--- config.mk ---
export PLATFORM = sky130hd
export DESIGN_NAME = async_counter_flat
export DESIGN_NICKNAME = d
export VERILOG_FILES = /design/src/rtl/async_counter_if.sv /design/src/rtl/async_counter.sv /design/src/flat_wrapper.sv
export SDC_FILE = /design/constraint.sdc
export NUM_CORES = 1
export LEC_CHECK = 0
export BUFFER_PORTS_ARGS = -buffer_cell sky130_fd_sc_hd__buf_2
export CAP_MARGIN = 20
export CORE_MARGIN = 2
export CORE_UTILIZATION = 45
export DETAILED_ROUTE_END_ITERATION = 6
export PLACE_DENSITY_LB_ADDON = 0.08
export SKIP_LAST_GASP = 1
export SYNTH_ARGS = -nofsm -noshare
export SYNTH_HDL_FRONTEND = slang
export SYNTH_SLANG_ARGS = --single-unit
--- constraint.sdc ---
create_clock -name clk -period 1.15 [get_ports clk]
set_input_delay 0.1725 -clock clk [delete_from_list [all_inputs] [get_ports clk]]
set_output_delay 0.1725 -clock clk [all_outputs]
set_load 0.03 [all_outputs]
--- src/rtl/async_counter_if.sv ---
// rtl/async_counter_if.sv - heartbeat output bundle for the ripple counter
interface async_counter_if;
  logic led;

  modport master (output led);
  modport slave  (input  led);
endinterface

--- src/rtl/async_counter.sv ---
// rtl/async_counter.sv - ripple up-counter heartbeat; ASYNC_COUNTER_SYNC_LED_EN adds a 2-flop led synchronizer
module async_counter_tff (
  input  logic clk,
  input  logic rst,
  output logic q
);
  always_ff @(posedge clk or negedge rst) begin
    if (!rst) q <= 1'b0;
    else      q <= ~q;
  end
endmodule

module async_counter #(
  parameter int WIDTH   = 27,
  parameter int LED_BIT = WIDTH - 1
) (
  input  logic            clk,
  input  logic            rst,
  async_counter_if.master hb
);
  logic [WIDTH-1:0] q;
  logic [WIDTH-1:0] stage_clk;

  // Each stage advances when the previous one falls, i.e. on the rising edge of its inverse.
  assign stage_clk[0] = clk;

  genvar i;
  for (i = 0; i < WIDTH; i++) begin : g_stage
    if (i > 0) begin : g_link
      assign stage_clk[i] = ~q[i-1];
    end
    async_counter_tff u_tff (
      .clk (stage_clk[i]),
      .rst (rst),
      .q   (q[i])
    );
  end

`ifdef ASYNC_COUNTER_SYNC_LED_EN
  logic [1:0] led_sync;

  always_ff @(posedge clk or negedge rst) begin
    if (!rst) led_sync <= 2'b00;
    else      led_sync <= {led_sync[0], q[LED_BIT]};
  end

  assign hb.led = led_sync[1];
`else
  assign hb.led = q[LED_BIT];
`endif
endmodule

--- src/flat_wrapper.sv ---
// flat-port wrapper written by rule: the top's interface ports become plain ports
module async_counter_flat 
#(
  parameter int WIDTH   = 27,
  parameter int LED_BIT = WIDTH - 1
)
  (clk, rst, hb_led);
  async_counter_if hb_i ();
  input  logic clk;
  input  logic rst;
  output wire logic [$bits(hb_i.led)-1:0] hb_led;
  assign hb_led = hb_i.led;
  async_counter #(.WIDTH(WIDTH), .LED_BIT(LED_BIT)) u_core (.clk(clk), .rst(rst), .hb(hb_i));
endmodule
==> reports/metrics.cfg <==
[timing]
max_freq_mhz=1690
unclocked_pins=26
fin_tns_setup_ns=0
setup_viol=0
worst_slack_ns=0.559
tightest_slew_ns=0.309
layout_min_cycle_time_ns=0.591
clock_skew_ns=0
finalHoldViolations=0
slew-limit-headroom_pct=79.4
finalMaxSlewViolations=0
rsz0062_at_grt=false
finalCritPeriodShare_pct=51.4
unconstrained_endpoints=27

[layout]
syn2layout_area_growth_pct=6.28
design_area_um2=826
reg_top3=u_core.g_stage.u_tff.q (27)
multi_input_area_um2=0
multi_input_gates=0
post-route-util_pct=49.4
largest_reg_flops=27
final-seq-area_um2=676
regMostFlops=u_core.g_stage.u_tff.q
drive_gt1_share_pct=5.17
fillCellCount=148
final_cell_mix=27 x inv_1, 26 x dfrtn_1, 2 x buf_2
final_common_cell=inv_1
final_nets=62
antenna_cells=0

[floorplan]
die_h_um=45.6
start_util_pct=46.5
rows=15
io-pin-count=3
die_w_um=45.6
coreArea_um2=1670
dieArea_um2=2080

[logic_synthesis]
synthCells=54
yosysSeqAreaShare_pct=87.0
netlist_area_um2=777
synth_seq_cells=27
synth.distinct_cells=3
yosys_warnings=0
avgSynthCellArea_um2=14.4
syn-num-nets=56

[place]
dpl_cell_area_um2=816
place_ws_ns=0.671
hpwl_um=624
place.gp.congestion=0.637
portBuffers=2

[setup_path]
critical_path_class=input port to async pin
r2r_cells=1
cpPeakStageDelay_ns=0.52
critical_path_required_ns=1.36
arrival_ns=0.81
path_buf_inv=2
crit_cells=2
crit_fanout=2
crit_slowest_cell=dlygate4sd3_1
crit_chain=dlygate4sd3_1 > buf_2
crit_path_end_kind=async pin
start_kind=input port
cp_top_family=buffers and inverters

[status]
status=completed

[global_route]
groute.usage.overall_pct=9.04
antenna_found_initial=0
grt_pass1_wl_um=1370
grt_max_degree=27
grt_pass1_vias=283
grt_overflow=0

[route]
detail_route.wl_per_cell_um=10.3
drtPass1Iterations=2
route.detailed.drc=0
via_per_inst=3.69
finalWirelength_um=769
drt_iter0_drc=1
vias=277
ant_nets=0

[worst_hold_path]
whs_path_depth=1
hold_path.class=register to register

[clock_tree]
cts_resized=0
clk_latency_ns=0
clk_pin_slew_ns=0
holdBufCountCts=1
postCtsSetupBuffers=0

[power]
total_power_uw=58.8
peakVddDrop_v=0.0000913
power.leakage_nw=0.553
pwr_density_cell_nw_per_um2=71.2

[flow_run]
cap_viol_max_count=0

per-stage QoR:
stage / hold slack, ns / cells
2_1_floorplan: -0.123 / 54
3_3_place_gp: -0.0384 / 74
3_5_place_dp: -0.0422 / 74
4_1_cts: 0.419 / 75
5_1_grt: 0.434 / 75
6_report: 0.419 / 75
per-layer routing:
layer  up-vias  track usage [%]  share of wire (%)
met4         0                0                  0
li1        145                -                  -
met1       129             15.9                 57
met5         -                0                  0
met3         0             1.19                3.9
met2         3             12.7                 39
cell families after synthesis:
logic type             count (synthesis)  share of synthesized area, %
buffers and inverters                 27                          13.0
flip-flops                            27                          87.0
cell usage after synthesis:
cell type	n	area [µm²]
dfrtn_1	26	651
dfrtp_1	1	25.0
inv_1	27	101
worst paths after layout:
path | slack (ns) | from | to
min in group asynchronous | 0.50 | rst | u_core.g_stage[0].u_tff.q
hold reg to reg | 0.42 | u_core.g_stage[0].u_tff.q | u_core.g_stage[0].u_tff.q
hold / removal | 0.42 | u_core.g_stage[0].u_tff.q | u_core.g_stage[0].u_tff.q
max in group clk | 0.66 | u_core.g_stage[0].u_tff.q | u_core.g_stage[0].u_tff.q
setup / recovery | 0.56 | rst | u_core.g_stage[0].u_tff.q
setup reg to reg | 0.66 | u_core.g_stage[0].u_tff.q | u_core.g_stage[0].u_tff.q
final cells by class:
class                 count  share of cell area, %
timing repair buffer      4                   3.33
inverter                 27                   12.3
tap                      17                   2.58
sequential               27                   81.8
power breakdown:
group          switching [mW]  internal [mW]  total, mW
combinational          0.0175        0.00570     0.0232
clock                       0              0          0
sequential                  0         0.0357     0.0357
Power figures use the tool's default switching activity.
